$ cat src/rtl/fetch_queue_pkg.sv
// Shared types for the fetch front end: address/word aliases, queue entry and FSM state.
// Combinational helpers only; no latency or backpressure.
// Imported by the interface, the entry FIFO and the top.
package fetch_queue_pkg;

    typedef logic [31:0] addr_t;
    typedef logic [31:0] word_t;

    typedef struct packed {
        addr_t pc;
        word_t instr;
    } fetch_entry_t;

    typedef enum logic [1:0] {
        ST_RESET,
        ST_RUN,
        ST_HOLD
    } fetch_state_e;

    localparam addr_t PC_STEP = 32'd4;

    function automatic addr_t align_pc(input addr_t pc);
        return {pc[31:2], 2'b00};
    endfunction

endpackage

$ cat src/rtl/fetch_queue_if.sv
// Bundle of fetch control, ICache request/response and decode handshake signals.
// No latency; pure wiring.
// master = fetch_queue side, slave = ICache/decode/branch-unit side.
interface fetch_queue_if;
    import fetch_queue_pkg::*;

    logic  fetch_en_i;
    logic  redirect_valid_i;
    addr_t redirect_pc_i;
    logic  ic_req_valid_o;
    addr_t ic_req_pc_o;
    logic  ic_req_ready_i;
    logic  ic_rsp_valid_i;
    word_t ic_rsp_instr_i;
    logic  dec_valid_o;
    addr_t dec_pc_o;
    word_t dec_instr_o;
    logic  dec_ready_i;

    modport master (
        input  fetch_en_i, redirect_valid_i, redirect_pc_i,
        input  ic_req_ready_i, ic_rsp_valid_i, ic_rsp_instr_i, dec_ready_i,
        output ic_req_valid_o, ic_req_pc_o, dec_valid_o, dec_pc_o, dec_instr_o
    );

    modport slave (
        output fetch_en_i, redirect_valid_i, redirect_pc_i,
        output ic_req_ready_i, ic_rsp_valid_i, ic_rsp_instr_i, dec_ready_i,
        input  ic_req_valid_o, ic_req_pc_o, dec_valid_o, dec_pc_o, dec_instr_o
    );

endinterface

$ cat src/rtl/fetch_queue_fifo.sv
// Synchronous in-order FIFO of fetch entries with clear and occupancy count.
// Latency: a pushed entry is visible at the head the cycle after the push.
// Backpressure: none internally; the caller guarantees no push when full and no pop when empty.
module fetch_queue_fifo
    import fetch_queue_pkg::*;
#(
    parameter int DEPTH = 4
) (
    input  logic                         clk_i,
    input  logic                         rst_i,
    input  logic                         clear,
    input  logic                         push,
    input  fetch_entry_t                 push_dat,
    input  logic                         pop,
    output fetch_entry_t                 head_dat,
    output logic                         empty,
    output logic [$clog2(DEPTH+1)-1:0]   count
);
    localparam int PW = $clog2(DEPTH);
    localparam int CW = $clog2(DEPTH + 1);

    fetch_entry_t  mem [DEPTH];
    logic [PW-1:0] wr_q;
    logic [PW-1:0] rd_q;

    always_ff @(posedge clk_i) begin
        if (rst_i || clear) begin
            wr_q  <= '0;
            rd_q  <= '0;
            count <= '0;
        end else begin
            if (push) wr_q <= wr_q + PW'(1);
            if (pop)  rd_q <= rd_q + PW'(1);
            count <= count + CW'(push) - CW'(pop);
        end
    end

    always_ff @(posedge clk_i) begin
        if (push && !clear) mem[wr_q] <= push_dat;
    end

    assign head_dat = mem[rd_q];
    assign empty    = (count == '0);

endmodule

$ cat src/rtl/fetch_queue.sv
// Fetch front end: sequential PCs, ICache requests, in-order queue to decode; FETCH_QUEUE_BYPASS_EN adds same-cycle bypass.
// Latency: a response reaches dec_* one cycle after it returns (same cycle via bypass when queue is empty).
// Backpressure: requests stall while in-flight plus queued entries would exceed DEPTH; redirects flush and drop in-flight responses.
module fetch_queue
    import fetch_queue_pkg::*;
#(
    parameter int    DEPTH           = 4,
    parameter int    MAX_OUTSTANDING = 2,
    parameter addr_t RESET_PC        = 32'h0000_0000
) (
    input  logic          clk_i,
    input  logic          rst_i,
    fetch_queue_if.master bus
);
    localparam int CW = $clog2(DEPTH + 1);
    localparam int OW = $clog2(MAX_OUTSTANDING + 1);
    localparam int TW = (MAX_OUTSTANDING > 1) ? $clog2(MAX_OUTSTANDING) : 1;
    localparam logic [TW-1:0] TAG_LAST = TW'(MAX_OUTSTANDING - 1);

    fetch_state_e  state_q, state_d;
    addr_t         fetch_pc_q;
    logic [OW-1:0] outstanding_q, outstanding_d, drop_cnt_q;
    addr_t         tag_mem [MAX_OUTSTANDING];
    logic [TW-1:0] tag_wr_q, tag_rd_q;

    logic          req_acc, rsp_keep, q_push, q_pop, q_empty;
    logic [CW-1:0] q_count;
    fetch_entry_t  q_head, rsp_entry, dec_entry;

    always_ff @(posedge clk_i) begin
        if (rst_i) state_q <= ST_RESET;
        else       state_q <= state_d;
    end

    always_comb begin
        state_d            = state_q;
        bus.ic_req_valid_o = 1'b0;
        case (state_q)
            ST_RESET: state_d = ST_RUN;
            ST_RUN: begin
                if (!bus.fetch_en_i) state_d = ST_HOLD;
                // Each request reserves a queue slot so responses always find room.
                bus.ic_req_valid_o = (int'(outstanding_q) < MAX_OUTSTANDING) &&
                                     (int'(q_count) + int'(outstanding_q) < DEPTH);
            end
            ST_HOLD:  if (bus.fetch_en_i) state_d = ST_RUN;
            default:  state_d = ST_RESET;
        endcase
    end

    assign bus.ic_req_pc_o = fetch_pc_q;
    assign req_acc         = bus.ic_req_valid_o && bus.ic_req_ready_i;
    assign outstanding_d   = outstanding_q + OW'(req_acc) - OW'(bus.ic_rsp_valid_i);
    assign rsp_entry       = '{pc: tag_mem[tag_rd_q], instr: bus.ic_rsp_instr_i};
    assign rsp_keep        = bus.ic_rsp_valid_i && (drop_cnt_q == '0) && !bus.redirect_valid_i;

    always_ff @(posedge clk_i) begin
        if (rst_i) begin
            fetch_pc_q    <= RESET_PC;
            outstanding_q <= '0;
            drop_cnt_q    <= '0;
            tag_wr_q      <= '0;
            tag_rd_q      <= '0;
        end else begin
            outstanding_q <= outstanding_d;
            if (bus.redirect_valid_i) begin
                // Everything still in flight after this cycle belongs to the old path.
                fetch_pc_q <= align_pc(bus.redirect_pc_i);
                drop_cnt_q <= outstanding_d;
            end else begin
                if (req_acc) fetch_pc_q <= fetch_pc_q + PC_STEP;
                if (bus.ic_rsp_valid_i && (drop_cnt_q != '0)) drop_cnt_q <= drop_cnt_q - OW'(1);
            end
            if (req_acc)            tag_wr_q <= (tag_wr_q == TAG_LAST) ? '0 : tag_wr_q + TW'(1);
            if (bus.ic_rsp_valid_i) tag_rd_q <= (tag_rd_q == TAG_LAST) ? '0 : tag_rd_q + TW'(1);
        end
    end

    always_ff @(posedge clk_i) begin
        if (req_acc) tag_mem[tag_wr_q] <= fetch_pc_q;
    end

`ifdef FETCH_QUEUE_BYPASS_EN
    logic bypass;
    assign bypass          = q_empty && (drop_cnt_q == '0) && bus.ic_rsp_valid_i;
    assign bus.dec_valid_o = !q_empty || bypass;
    assign dec_entry       = !q_empty ? q_head : (bypass ? rsp_entry : '0);
    assign q_push          = rsp_keep && !(bypass && bus.dec_ready_i);
    assign q_pop           = !q_empty && bus.dec_ready_i && !bus.redirect_valid_i;
`else
    assign bus.dec_valid_o = !q_empty;
    assign dec_entry       = q_empty ? '0 : q_head;
    assign q_push          = rsp_keep;
    assign q_pop           = bus.dec_valid_o && bus.dec_ready_i && !bus.redirect_valid_i;
`endif

    assign bus.dec_pc_o    = dec_entry.pc;
    assign bus.dec_instr_o = dec_entry.instr;

    fetch_queue_fifo #(.DEPTH(DEPTH)) u_entry_fifo (
        .clk_i    (clk_i),
        .rst_i    (rst_i),
        .clear    (bus.redirect_valid_i),
        .push     (q_push),
        .push_dat (rsp_entry),
        .pop      (q_pop),
        .head_dat (q_head),
        .empty    (q_empty),
        .count    (q_count)
    );

endmodule
$ cat src/flat_wrapper.sv
// flat-port wrapper written by rule: the top's interface ports become plain ports
module fetch_queue_flat import fetch_queue_pkg::*;
#(
    parameter int    DEPTH           = 4,
    parameter int    MAX_OUTSTANDING = 2,
    parameter addr_t RESET_PC        = 32'h0000_0000
)
  (clk_i, rst_i, bus_fetch_en_i, bus_redirect_valid_i, bus_redirect_pc_i, bus_ic_req_ready_i, bus_ic_rsp_valid_i, bus_ic_rsp_instr_i, bus_dec_ready_i, bus_ic_req_valid_o, bus_ic_req_pc_o, bus_dec_valid_o, bus_dec_pc_o, bus_dec_instr_o);
  fetch_queue_if bus_i ();
  input  logic clk_i;
  input  logic rst_i;
  input wire logic [$bits(bus_i.fetch_en_i)-1:0] bus_fetch_en_i;
  input wire logic [$bits(bus_i.redirect_valid_i)-1:0] bus_redirect_valid_i;
  input wire logic [$bits(bus_i.redirect_pc_i)-1:0] bus_redirect_pc_i;
  input wire logic [$bits(bus_i.ic_req_ready_i)-1:0] bus_ic_req_ready_i;
  input wire logic [$bits(bus_i.ic_rsp_valid_i)-1:0] bus_ic_rsp_valid_i;
  input wire logic [$bits(bus_i.ic_rsp_instr_i)-1:0] bus_ic_rsp_instr_i;
  input wire logic [$bits(bus_i.dec_ready_i)-1:0] bus_dec_ready_i;
  output wire logic [$bits(bus_i.ic_req_valid_o)-1:0] bus_ic_req_valid_o;
  output wire logic [$bits(bus_i.ic_req_pc_o)-1:0] bus_ic_req_pc_o;
  output wire logic [$bits(bus_i.dec_valid_o)-1:0] bus_dec_valid_o;
  output wire logic [$bits(bus_i.dec_pc_o)-1:0] bus_dec_pc_o;
  output wire logic [$bits(bus_i.dec_instr_o)-1:0] bus_dec_instr_o;
  assign bus_i.fetch_en_i = bus_fetch_en_i;
  assign bus_i.redirect_valid_i = bus_redirect_valid_i;
  assign bus_i.redirect_pc_i = bus_redirect_pc_i;
  assign bus_i.ic_req_ready_i = bus_ic_req_ready_i;
  assign bus_i.ic_rsp_valid_i = bus_ic_rsp_valid_i;
  assign bus_i.ic_rsp_instr_i = bus_ic_rsp_instr_i;
  assign bus_i.dec_ready_i = bus_dec_ready_i;
  assign bus_ic_req_valid_o = bus_i.ic_req_valid_o;
  assign bus_ic_req_pc_o = bus_i.ic_req_pc_o;
  assign bus_dec_valid_o = bus_i.dec_valid_o;
  assign bus_dec_pc_o = bus_i.dec_pc_o;
  assign bus_dec_instr_o = bus_i.dec_instr_o;
  fetch_queue #(.DEPTH(DEPTH), .MAX_OUTSTANDING(MAX_OUTSTANDING), .RESET_PC(RESET_PC)) u_core (.clk_i(clk_i), .rst_i(rst_i), .bus(bus_i));
endmodule
$ cat config.mk
export PLATFORM = sky130hd
export DESIGN_NAME = fetch_queue_flat
export DESIGN_NICKNAME = d
export VERILOG_FILES = /design/src/rtl/fetch_queue_pkg.sv /design/src/rtl/fetch_queue_if.sv /design/src/rtl/fetch_queue_fifo.sv /design/src/rtl/fetch_queue.sv /design/src/flat_wrapper.sv
export SDC_FILE = /design/constraint.sdc
export NUM_CORES = 1
export LEC_CHECK = 0
export ABC_AREA = 1
export CAP_MARGIN = 0
export CORE_MARGIN = 5
export CORE_UTILIZATION = 55
export DETAILED_ROUTE_END_ITERATION = 8
export PLACE_DENSITY = 0.78
export REMOVE_ABC_BUFFERS = 1
export SLEW_MARGIN = 15
export SYNTH_ARGS = -nofsm -noshare
export SYNTH_HDL_FRONTEND = slang
export SYNTH_SLANG_ARGS = --single-unit
export TNS_END_PERCENT = 50
$ cat constraint.sdc
create_clock -name clk_i -period 7.7 [get_ports clk_i]
set_clock_uncertainty 0.2 [all_clocks]
set_input_delay 2.31 -clock clk_i [delete_from_list [all_inputs] [get_ports clk_i]]
set_output_delay 2.31 -clock clk_i [all_outputs]
set_load 0.05 [all_outputs]
== Word level (Yosys, flattened, before mapping) ==
Memories as Yosys holds them, arrays and structs flattened. A register that Yosys moved wholly into a read port is not among the register bits.
Index checks and enable logic that the tools add are counted.

* Equality and inequality tests: 4
* Add/subtract/negate cells: 11
* Mux-type cells: 19
* $lt $le $gt $ge: 2
* Reductions and logical operators: 19

{| class="wikitable"
|+ Operators by type and width
! kind !! number
|-
| two-way mux 32 bit || 2
|-
| two-way mux 64 bit || 1
|-
| adder 32 x 3 -> 32 bit (second input constant) || 1
|-
| < comparator 32 x 4 -> 1 bit (second input constant) || 1
|-
| two-way mux 2 bit || 6
|-
| two-way mux 1 bit || 9
|-
| logical AND 1 bit || 8
|-
| case mux 2 bit (3 select lines) || 1
|-
| nonzero test 2 bit || 3
|-
| adder 2 x 1 -> 2 bit (second input constant) || 2
|-
| adder 3 x 2 -> 4 bit || 1
|-
| zero test 2 bit || 2
|-
| inequality test 2 bit (second input constant) || 2
|-
| adder 3 x 1 -> 3 bit || 1
|-
| zero test 3 bit || 1
|-
| subtractor 3 x 1 -> 3 bit || 1
|-
| adder 1 bit (second input constant) || 2
|-
| adder 2 x 1 -> 2 bit || 1
|-
| == test 2 x 1 -> 1 bit (second input constant) || 1
|-
| == test 2 bit (second input constant) || 1
|-
| zero test 1 bit || 2
|-
| < comparator 2 bit (second input constant) || 1
|-
| AND reduction 2 bit || 1
|-
| OR reduction 2 bit || 1
|-
| 3 further kinds || 3
|}

* Input bits: 71
* Memory bits (writable): 320
* Word-level logic and storage cells: 67
* Memories kept: 2
* Output and inout port bits: 98
* Bits in registers: 47

{| class="wikitable"
|+ Memories
! memory !! words !! width !! read ports !! clocked after Yosys merged registers in !! wr ports !! line !! source
|-
| u_core.u_entry_fifo.mem || 4 || 64 || 1 || 1 || 1 || fetch_queue_fifo.sv:22 || <nowiki>fetch_entry_t mem [DEPTH];</nowiki>
|-
| u_core.tag_mem || 2 || 32 || 1 || 1 || 1 || fetch_queue.sv:23 || <nowiki>addr_t tag_mem [MAX_OUTSTANDING];</nowiki>
|}

== Depth between registers and ports, before layout ==
Gate-level depths: netlist (run 1).

* Depth after elaboration: 8
* Depth in mapped cells: 12
* Gate-level depth less buffers: 12

== Modules after synthesis ==
Synthesis (run 1) repeated with hierarchy kept, for this count alone.

* Cells, all modules: 1,459
* Area, all modules: 15,885.2 um^2

{| class="wikitable"
|+ Modules (own cells, without submodules)
! module !! cells an instance !! seq. area each (um^2) !! area an instance (um^2) !! instances
|-
| fetch_queue_fifo || 803 || 7,867.5 || 10,438.8 || 1
|-
| fetch_queue || 656 || 2,582.5 || 5,446.5 || 1
|}

== Worst setup path after synthesis (run 1) ==
No wires, ideal clock.

* Path type: input to register
* Start point: in bus_redirect_valid_i
* End point: mem u_core.u_entry_fifo.mem[0][0] in the netlist's numbering, enable pin
* Path slack: 1.544 ns
* Stages: 5
* Library setup time: 0.482 ns
* Data arrival time: 5.474 ns
* Cell sequence: buf_2 > clkbuf_1 > nor2_1 > inv_1 > nor2_1

* Longest elaborated chain between the ends: 5

{| class="wikitable"
|+ Ends and longest elaborated chain
! item !! line !! source
|-
| start, declared || flat_wrapper.sv:13 || <nowiki>input wire logic [$bits(bus_i.redirect_valid_i)-1:0] bus_redirect_valid_i;</nowiki>
|-
| zero test 1 bit * || fetch_queue_fifo.sv:39, fetch_queue.sv:55 ||
|-
| logical AND 1 bit || fetch_queue.sv:55 || <nowiki>assign rsp_keep = bus.ic_rsp_valid_i && (drop_cnt_q == '0) && !bus.redirect_valid_i;</nowiki>
|-
| logical AND 1 bit * || fetch_queue_fifo.sv:39 || <nowiki>if (push && !clear) mem[wr_q] <= push_dat;</nowiki>
|-
| two-way mux 1 bit * || fetch_queue_fifo.sv:39 ||
|-
| two-way mux 1 bit (implied by the code) * || fetch_queue_fifo.sv:39 ||
|-
| end, declared || fetch_queue_fifo.sv:22 ||
|}

Every way passes the cells marked *; elsewhere a longest branch is shown, timed or not.

==> results of run 1 <==
cell usage in the layout, fill, tap and decap left out, types with 3 or more instances in the layout:
cell             Yosys  layout
edfxtp_1           308     308
xnor2_1              8       8
clkinv_1             1       5
nand3b_1            10      10
a22oi_1              3       3
ha_1                10      10
clkbuf_1            47       6
clkdlybuf4s50_1      0     162
xor2_1              11      11
buf_4                5      13
conb_1               1       4
clkbuf_8             0       4
a21oi_1             93      93
clkinv_2             0      12
clkbuf_16            0      37
inv_2                4       3
mux2_2              30      30
nor2_4               2       6
nor2_1             338     332
nand3_1             14      14
inv_1               40      40
dfxtp_1             48      45
nand2_1            171     171
o21ai_0            137     137
layer usage:
| metal | up-vias | wire [µm] | GRT usage (%) |
|---|---|---|---|
| li1 | 4777 | - | - |
| met1 | 4698 | 14000 | 28.9 |
| met2 | 400 | 16100 | 37.3 |
| met3 | 46 | 2430 | 3.66 |
| met4 | 0 | 470 | 4.86 |
| met5 | - | 0 | 0 |
tightest hold or removal path: stages, from the launching register on:
cell	delay, ns
dfxtp_1	0.30
inv_1	0.06
a21oi_1	0.08
kinds of logic (layout without fill, tap and decap cells):
logic type / count (synthesis) / count (layout) / share of synthesized area, %
other cells: 1 / 4 / 0.0256
simple gates: 544 / 544 / 14.7
compound gates: 235 / 235 / 8.08
mux: 30 / 30 / 2.30
buf+inv: 110 / 285 / 3.18
fa+ha+maj: 11 / 11 / 0.989
flops: 356 / 356 / 69.6
xor+xnor: 19 / 19 / 1.13
final cells by class:
| type | instances | area [µm²] | area share [%] |
|---|---|---|---|
| clock buffers | 47 | 1000 | 5.66 |
| clock inverters | 17 | 130 | 0.734 |
| inverters | 45 | 170 | 0.960 |
| multi-input cells | 843 | 4050 | 22.9 |
| flip-flops and latches | 356 | 10200 | 57.6 |
| well taps | 335 | 419 | 2.36 |
| repair buffers | 176 | 1740 | 9.81 |
sequential cells by signal (all words and copies together), names as in the netlist, 2 cells and up, named ones only:
register / cells
u_core.u_entry_fifo.count: 3
u_core.outstanding_q: 2
u_core.bus.ic_req_pc_o: 30
u_core.u_entry_fifo.wr_q: 2
u_core.u_entry_fifo.rd_q: 2
u_core.drop_cnt_q: 2
u_core.u_entry_fifo.mem: 248
u_core.state_q: 2
u_core.tag_mem: 60
worst paths after layout:
kind | depth (start not counted) | endpoint | start
min reg2reg | 2 | register | u_core.u_entry_fifo.rd_q[1]$_SDFFE_PP0P_
min | 2 | register | u_core.u_entry_fifo.rd_q[1]$_SDFFE_PP0P_
max reg2reg | 10 | u_core.u_entry_fifo.count[2]$_SDFF_PP0_ | u_core.u_entry_fifo.count[0]$_SDFF_PP0_
max | 7 | bus_dec_pc_o[5] | register
power breakdown:
part | internal, mW | switching [mW] | leakage (nW)
Sequential | 2.16 | 0.0453 | 3.20
Combinational | 0.135 | 0.250 | 2.43
Clock | 0.983 | 0.672 | 0.569
Total | 3.28 | 0.968 | 6.21
through the flow:
stage                     setup slack, ns  cell area [µm²]  cells  util (%)
final                                1.45            17700   1819      67.8
after global routing                 1.21            17700   1819      67.8
after CTS                            1.39            17700   1819      67.8
after detailed placement             1.94            16600   1755      63.5
after global placement               1.99            16600   1755      63.5
after floorplan                     0.924            14400   1244         -
==> results by group, run 1 <==
STA
  • Final setup violation count: 0
  • Fmax: 160 MHz
  • Sum Neg Setup Slack: 0 ns
  • Post-route clock period utilization: 81.2%
  • Final hold vios: 0
  • Slew @ Worst Pin: 0.957 ns
  • Slew Viols, Final: 0
  • Min Tclk post-route: 6.25 ns
  • Final Hold Slack: about 0.27 ns
  • Worst slew margin: 36.2%
  • Unrepaired setup endpoints after global routing: no

GRT
  • Pin count of the biggest net entering global routing: 91
  • GR Util All Layers: 21.6%
  • First-pass GRT wire length: 52.0 mm
  • Vias in the first global route: 9774
  • Antenna violations before repair: 0
  • Gr ovfl total: 0

Power
  • Pwr dens: 240 nW/µm²
  • Leak Pwr: 6.21 nW
  • Max VDD drop: 0.129 mV
  • Tot Pwr: 4.25 mW

Logic synthesis
  • Leading area contributor after synthesis: edfxtp_1
  • Warnings from Yosys: 0
  • Share of the synthesized area in the top cell type: 63.0%
  • Seq/Total Area, Yosys: 69.6%
  • Ranking of synthesized cells by area: edfxtp_1 63%, nor2_1 8.6%, dfxtp_1 6.5%
  • Cell variety after synth: 31
  • Most common cell in the netlist: nor2_1
  • Async SR Flop Fraction: 0%
  • EDFF count, synth: around 300
  • Synthesized area: ~15000 µm²
  • Mean post-synth cell area: approximately 11 µm²
  • Prevailing post-synth register cell: edfxtp_1
  • Synth Register Bits: 356
  • Cells after synthesis: 1306
  • Commonest cells post-synth: 338 x nor2_1, 308 x edfxtp_1, 171 x nand2_1, 137 x o21ai_0, 93 x a21oi_1

Setup path
  • Internal reg-to-reg setup slack: ~4.4 ns
  • CP bufs+invs: 4
  • CP required: just over 5 ns
  • CP Launch Type: register
  • Delay-heaviest family, CP: buffers and inverters
  • Critical path class: register to primary output
  • Critical Path, Cell by Cell: buf_4, inv_2, buf_4, nor2_1, o21ai_0, a21oi_1, clkdlybuf4s50_1
  • CP Capture Type: primary output
  • WP data arrival: 3.74 ns
  • Most used cell, CP: buf_4
  • CP max stage delay: 0.84 ns
  • Slowest cell on crit path: clkdlybuf4s50_1
  • Crit-path max FO: 63

Die
  • Initial Util: between 50 and 60%
  • Die area: between 30000 and 40000 µm²
  • # IOs: between 150 and 200
  • Core Rows: 59
  • Vert. Die Dim: 173 µm
  • Die X: approximately 170 µm
  • Core region area: 26100 µm²

Routing
  • Post-Route WL: about 33 mm
  • Routed length per instance: 18.1 µm
  • DR iter-0 viols: 780
  • Detail Route Antenna Nets: 0
  • Vias: 9921
  • Drt drc: 0
  • Initial DRT Pass Iterations: 6
  • Vias per cell: between 5 and 6

Finish
  • Ant. Diodes: 0
  • Layout Area Growth over Synthesis: 20.8%
  • Filler cell count: 1830
  • Fin nets: 1540
  • Layout cells sized above 1: 7.95%

Outcome
  • Status: completed

CTS
  • H-tree Lvls: 2
  • Hold_buf cts: 0
  • Sinks on the clock net: around 360
  • Clock Latency Late Sink: 0.50 ns
  • Post-cts sizing count: 0
  • # Post-CTS Setup Buffers: 0
  • Worst-path clk slew: 0.06 ns
  • Clock tree buffer depth: 3
  • CTS Root Cell: clkbuf_16
  • CTS tree: yes
  • CTS Buf Count: 36

Worst hold path
  • Hold/Removal Path Class: register to register

Placement
  • Post-DP HPWL: 19.5 mm
  • Port buffer count: 162
  • Routability cong.: about 0.88

Run
  • Max_cap viols: 0
(Power assumes the default switching activity.)
==> run 2: changes to the inputs <==
--- a/config.mk
+++ b/config.mk
@@ -8,9 +8,9 @@
 export ABC_AREA = 1
 export CAP_MARGIN = 0
 export CORE_MARGIN = 5
-export CORE_UTILIZATION = 55
+export CORE_UTILIZATION = 51
 export DETAILED_ROUTE_END_ITERATION = 8
-export PLACE_DENSITY = 0.78
+export PLACE_DENSITY = 0.77
 export REMOVE_ABC_BUFFERS = 1
 export SLEW_MARGIN = 15
 export SYNTH_ARGS = -nofsm -noshare
==> constraint.sdc (replaced) <==
create_clock -name clk_i -period 5.6 [get_ports clk_i]
set_clock_uncertainty 0.2 [all_clocks]
set_input_delay 1.68 -clock clk_i [delete_from_list [all_inputs] [get_ports clk_i]]
set_output_delay 1.68 -clock clk_i [all_outputs]
set_load 0.05 [all_outputs]
==> run 2 against run 1 <==
Via count is 1.1% higher. Global-route usage down 0.90 points. Register-to-register slack lost 1.5 ns. Die area increased by 7.4%. Count of clock-buffer cells in the layout down 4. Non-clock buffer count is 4 higher. Utilization decreased by 5.2 points. Design area grew 0.89%. Power is 39% higher. Critical path type unchanged. Largest power group unchanged.
==> results by group, run 2 (synthesis gave the netlist of run 1 again) <==
Outcome
  • Status: completed (unchanged)

Setup path
  • CP max stage delay: 0.86 ns (was 0.84 ns)
  • WP data arrival: 3.31 ns (was 3.74 ns)
  • Critical path class: register to primary output (unchanged)
  • Worst R2R Start: u_core.u_entry_fifo.count[0]$_SDFF_PP0_ (unchanged)
  • Critical Path, Cell by Cell: buf_4, nor2_1, nor2_1, o21ai_0, a21oi_1, clkdlybuf4s50_1 (was buf_4, inv_2, buf_4, nor2_1, o21ai_0, a21oi_1, clkdlybuf4s50_1)
  • Crit-path max FO: 65 (was 63)
  • Internal reg-to-reg setup slack: 2.91 ns (was 4.44 ns)
  • Reg2reg end: u_core.u_entry_fifo.count[2]$_SDFF_PP0_ (unchanged)
  • R2R depth: 10 (unchanged)
  • Most used cell, CP: nor2_1 (was buf_4)
  • CP Capture Type: primary output (unchanged)
  • Slowest cell on crit path: clkdlybuf4s50_1 (unchanged)
  • CP Launch Type: register (unchanged)
  • Critical path endpoint: bus_dec_pc_o[28] (was bus_dec_pc_o[5])
  • CP required: 3.72 ns (was 5.19 ns)

Placement
  • Place WS: 0.916 ns (was 1.94 ns)
  • Post-DP HPWL: 20.2 mm (was 19.5 mm)
  • Port buffer count: 162 (unchanged)
  • Routability cong.: 0.890 (was 0.875)

Finish
  • Reg with most FFs: u_core.u_entry_fifo.mem (unchanged)
  • Util after Layout: 62.7% (was 67.8%)
  • Area occupied by multi-input gates: 4050 µm² (unchanged)
  • Layout cells sized above 1: 8.14% (was 7.95%)
  • Ant. Diodes: 0 (unchanged)
  • Filler cell count: 2209 (was 1830)
  • Most frequent cells in the layout: 332 x nor2_1, 308 x edfxtp_1, 171 x nand2_1, 162 x clkdlybuf4s50_1, 137 x o21ai_0 (unchanged)
  • Storage element area: 10200 µm² (about the same)
  • Commonest non-fill, non-tap cell in the layout: nor2_1 (unchanged)
  • Max reg flops: 248 (unchanged)
  • Fin nets: 1544 (was 1540)
  • Layout Area Growth over Synthesis: 21.9% (was 20.8%)

STA
  • Post-route clock period utilization: 92.6%
  • Unrepaired setup endpoints after global routing: no (unchanged)
  • Final Hold Slack: 0.286 ns (was 0.274 ns)
  • Fmax: ~190 MHz
  • Final hold vios: 0 (unchanged)
  • Setup ws final: 0.413 ns (was 1.45 ns)
  • Sum Neg Setup Slack: 0 ns (unchanged)
  • Worst slew margin: 27.6% (was 36.2%)
  • Final setup violation count: 0 (unchanged)
  • Min Tclk post-route: 5.19 ns
  • Slew Viols, Final: 0 (unchanged)
  • Slew @ Worst Pin: 1.08 ns (was 0.957 ns)

CTS
  • # Post-CTS Setup Buffers: 0 (unchanged)
  • Clock Latency Late Sink: 0.50 ns (about the same)
  • CTS tree: yes (unchanged)
  • CTS Buf Count: 36 (unchanged)
  • CTS Root Cell: clkbuf_16 (unchanged)
  • H-tree Lvls: 2 (unchanged)
  • Sinks on the clock net: 356 (unchanged)
  • Clock tree buffer depth: 3 (unchanged)
  • Hold_buf cts: 0 (unchanged)
  • Worst-path clk slew: 0.06 ns (about the same)
  • Post-cts sizing count: 0 (unchanged)

Routing
  • Vias: 10000 (was 9921)
  • DR iter-0 viols: 962 (was 780)
  • Vias per cell: 5.36 (was 5.45)
  • Drt drc: 0 (unchanged)
  • Initial DRT Pass Iterations: 5 (was 6)
  • Detail Route Antenna Nets: 0 (unchanged)
  • Routed length per instance: 18.1 µm (about the same)
  • Post-Route WL: 33.8 mm (was 33.0 mm)

Power
  • Max VDD drop: 0.215 mV (was 0.129 mV)
  • Tot Pwr: 5.90 mW (was 4.25 mW)
  • Leak Pwr: 6.24 nW (was 6.21 nW)
  • Pwr dens: 330 nW/µm² (was 240 nW/µm²)

GRT
  • GR Util All Layers: 20.7% (was 21.6%)
  • Vias in the first global route: 10100 (was 9774)
  • Gr ovfl total: 0 (unchanged)
  • Antenna violations before repair: 0 (unchanged)
  • First-pass GRT wire length: 53.8 mm (was 52.0 mm)
  • Pin count of the biggest net entering global routing: 81 (was 91)

Die
  • Core region area: 28500 µm² (was 26100 µm²)
  • Die X: 180 µm (was 173 µm)
  • Core Rows: 62 (was 59)
  • Initial Util: 51.4% (was 56.2%)
  • # IOs: 169 (unchanged)
  • Vert. Die Dim: 180 µm (was 173 µm)
  • Die area: 32300 µm² (was 30000 µm²)

Run
  • Max_cap viols: 0 (unchanged)

Worst hold path
  • Hold/Removal Path Class: register to register (unchanged)
## run 2: worst max-delay path, delay by kind of cell (launching register included)
kind | cells | cell delay [ns]
compound gates | 2 | 0.39
buf+inv | 2 | 1.34
flops | 1 | 0.81
simple gates | 2 | 0.23
## run 2: power by group
part           switching (mW)  total [mW]  internal, mW  leakage [nW]
logic                   0.352       0.541         0.189          2.46
registers              0.0546        3.03          2.98          3.20
clock network           0.940        2.33          1.39         0.572
total                    1.35        5.90          4.56          6.24
## run 2: final cells by class
cell class	instances	area share, %
sequential	356	57.1
tap	384	2.69
timing repair buffer	180	10.1
inverter	45	0.951
clock buffer	43	5.53
clock inverter	20	0.979
multi-input combinational	843	22.6
## run 2: stage by stage
step / cell area, µm² / cells
2_1_floorplan: 14400 / 1244
3_3_place_gp: 16700 / 1808
3_5_place_dp: 16700 / 1808
4_1_cts: 17900 / 1871
5_1_grt: 17900 / 1871
6_report: 17900 / 1871
## run 2: worst min path at each step
stage | from | endpoint | cells after the start
CTS | u_core.u_entry_fifo.rd_q[1]$_SDFFE_PP0P_ | register | 2
detailed placement | u_core.u_entry_fifo.rd_q[1]$_SDFFE_PP0P_ | register | 2
global placement | u_core.u_entry_fifo.rd_q[1]$_SDFFE_PP0P_ | register | 2
floorplan | u_core.u_entry_fifo.rd_q[1]$_SDFFE_PP0P_ | register | 2
global route | u_core.u_entry_fifo.rd_q[1]$_SDFFE_PP0P_ | register | 2
finish | u_core.u_entry_fifo.rd_q[1]$_SDFFE_PP0P_ | register | 2
## run 2: layer usage
metal | track usage (%) | routed length (µm)
met1 | 27.4 | 14000
met2 | 34.8 | 16300
met3 | 4.49 | 2740
met4 | 5.85 | 730
met5 | 0 | 0
==> run 3: changes to the inputs <==
--- a/config.mk
+++ b/config.mk
@@ -10,6 +10,7 @@
 export CORE_MARGIN = 5
 export CORE_UTILIZATION = 51
 export DETAILED_ROUTE_END_ITERATION = 8
+export GPL_TIMING_DRIVEN = 0
 export PLACE_DENSITY = 0.77
 export REMOVE_ABC_BUFFERS = 1
 export SLEW_MARGIN = 15
==> run 3 against run 2 <==
Combinational power barely moved. First-iteration DRC count fell by 22%. Non-clock buffer count down 1. Critical endpoint is now bus_dec_pc_o[29]. Largest cell class unchanged.
==> results by group, run 3 (synthesis gave the netlist of run 1 again) <==
Outcome
  • Status: completed (unchanged)

Finish
  • Reg with most FFs: u_core.u_entry_fifo.mem (unchanged)
  • Most frequent cells in the layout: 332 x nor2_1, 308 x edfxtp_1, 171 x nand2_1, 160 x clkdlybuf4s50_1, 137 x o21ai_0 (was 332 x nor2_1, 308 x edfxtp_1, 171 x nand2_1, 162 x clkdlybuf4s50_1, 137 x o21ai_0)
  • Fin nets: 1544 (unchanged)
  • Filler cell count: 2156 (was 2209)
  • Layout Area Growth over Synthesis: 23.0% (was 21.9%)
  • Layout cells sized above 1: 7.80% (was 8.14%)
  • Ant. Diodes: 0 (unchanged)
  • Commonest non-fill, non-tap cell in the layout: nor2_1 (unchanged)
  • Max reg flops: 248 (unchanged)

Die
  • # IOs: 169 (unchanged)
  • Die area: 32300 µm² (unchanged)
  • Core region area: 28500 µm² (unchanged)
  • Die X: 180 µm (unchanged)
  • Core Rows: 62 (unchanged)
  • Vert. Die Dim: 180 µm (unchanged)
  • Initial Util: 51.4% (unchanged)

GRT
  • First-pass GRT wire length: 52.4 mm (was 53.8 mm)
  • GR Util All Layers: 20.0% (was 20.7%)
  • Vias in the first global route: 9902 (was 10100)
  • Gr ovfl total: 0 (unchanged)
  • Antenna violations before repair: 0 (unchanged)
  • Pin count of the biggest net entering global routing: 93 (was 81)

STA
  • Sum Neg Setup Slack: 0 ns (unchanged)
  • Final Hold Slack: 0.271 ns (was 0.286 ns)
  • Slew @ Worst Pin: 0.824 ns (was 1.08 ns)
  • Fmax: 201 MHz (was 193 MHz)
  • Min Tclk post-route: 4.98 ns (was 5.19 ns)
  • Final setup violation count: 0 (unchanged)
  • Unrepaired setup endpoints after global routing: no (unchanged)
  • Worst slew margin: 45.1% (was 27.6%)
  • Post-route clock period utilization: 88.9% (was 92.6%)
  • Slew Viols, Final: 0 (unchanged)
  • Final hold vios: 0 (unchanged)

Placement
  • Port buffer count: 162 (unchanged)
  • Routability cong.: 0.866 (was 0.890)
  • Post-DP HPWL: 20.8 mm (was 20.2 mm)

Worst hold path
  • Hold/Removal Path Class: register to register (unchanged)

Routing
  • Uppermost layer routed: met4 (unchanged)
  • Vias per cell: 5.35 (was 5.36)
  • Detail Route Antenna Nets: 0 (unchanged)
  • Routed met3 length: 2.09 mm (was 2.74 mm)
  • Initial DRT Pass Iterations: 5 (unchanged)
  • Post-Route WL: 33.3 mm (was 33.8 mm)
  • Met2 Wirelength: 16.4 mm (was 16.3 mm)
  • DR iter-0 viols: 755 (was 962)
  • Drt drc: 0 (unchanged)
  • Routed length per instance: 17.8 µm (was 18.1 µm)
  • Vias: 10000 (about the same)
  • DRT met1 WL: 14.1 mm (was 14.0 mm)

Setup path
  • CP required: 3.72 ns (about the same)
  • Slowest cell on crit path: clkdlybuf4s50_1 (unchanged)
  • Crit-path max FO: 92 (was 65)
  • Internal reg-to-reg setup slack: 2.84 ns (was 2.91 ns)
  • CP bufs+invs: 3 (was 2)
  • CP max stage delay: 0.85 ns (was 0.86 ns)
  • Delay-heaviest family, CP: buffers and inverters (unchanged)
  • Critical Path, Cell by Cell: inv_4, buf_16, o21ai_0, a21oi_1, clkdlybuf4s50_1 (was buf_4, nor2_1, nor2_1, o21ai_0, a21oi_1, clkdlybuf4s50_1)
  • CP Capture Type: primary output (unchanged)
  • WP data arrival: 3.10 ns (was 3.31 ns)
  • Critical path class: register to primary output (unchanged)
  • CP Launch Type: register (unchanged)

Run
  • Max_cap viols: 0 (unchanged)

CTS
  • CTS Buf Count: 37 (was 36)
  • Hold_buf cts: 0 (unchanged)
  • Post-cts sizing count: 0 (unchanged)
  • CTS tree: yes (unchanged)
  • Clock Latency Late Sink: 0.51 ns (was 0.50 ns)
  • H-tree Lvls: 2 (unchanged)
  • # Post-CTS Setup Buffers: 0 (unchanged)
  • Sinks on the clock net: 356 (unchanged)
  • Worst-path clk slew: 0.06 ns (about the same)
  • CTS Root Cell: clkbuf_16 (unchanged)
  • Clock tree buffer depth: 3 (unchanged)

Power
  • Leak Pwr: 6.28 nW (was 6.24 nW)
  • Pwr dens: 328 nW/µm² (was 330 nW/µm²)
  • Max VDD drop: 0.219 mV (was 0.215 mV)
[run 3: per-layer routing]
layer | track usage (%) | vias up
met4 | 5.70 | 0
met1 | 26.2 | 4801
li1 | - | 4794
met3 | 3.58 | 60
met2 | 34.6 | 361
met5 | 0 | -
[run 3: worst paths after layout]
kind | from | endpoint | cells past startpoint
worst max-delay path | register | bus_dec_pc_o[29] | 5
worst min-delay path | u_core.u_entry_fifo.rd_q[1]$_SDFFE_PP0P_ | register | 2
worst max register to register | u_core.u_entry_fifo.count[0]$_SDFF_PP0_ | u_core.u_entry_fifo.count[2]$_SDFF_PP0_ | 9
worst min register to register | u_core.u_entry_fifo.rd_q[1]$_SDFFE_PP0P_ | register | 2
[run 3: final cells by class]
class | count | area [µm²] | share of cell area [%]
timing repair buffer | 179 | 1970 | 10.9
clock inverter | 16 | 176 | 0.978
inverter | 45 | 174 | 0.964
clock buffer | 49 | 971 | 5.38
sequential | 356 | 10200 | 56.6
multi-input combinational | 843 | 4060 | 22.5
tap | 384 | 480 | 2.66
[run 3: tightest hold or removal path, cell delays in order, from the launching register on]
cell	delay, ns
dfxtp_1	0.30
inv_1	0.06
a21oi_1	0.07
[run 3: where the power goes]
group | total [mW] | internal [mW] | switching, mW
registers | 3.04 | 2.98 | 0.0613
clock network | 2.33 | 1.40 | 0.931
logic | 0.542 | 0.197 | 0.345
[run 3: metrics by stage]
step | instance area (µm²) | utilization, % | setup WS [ns] | power (mW) | std cells
CTS | 18100 | 63.2 | 0.600 | 5.95 | 1872
detailed placement | 16900 | 59.2 | 1.05 | 3.63 | 1807
global route | 18000 | 63.2 | 0.470 | 6.12 | 1872
global placement | 16500 | 57.8 | -4.13 | 3.61 | 1790
floorplan | 14400 | - | -0.546 | 3.39 | 1244
finish | 18000 | 63.2 | 0.621 | 5.91 | 1872
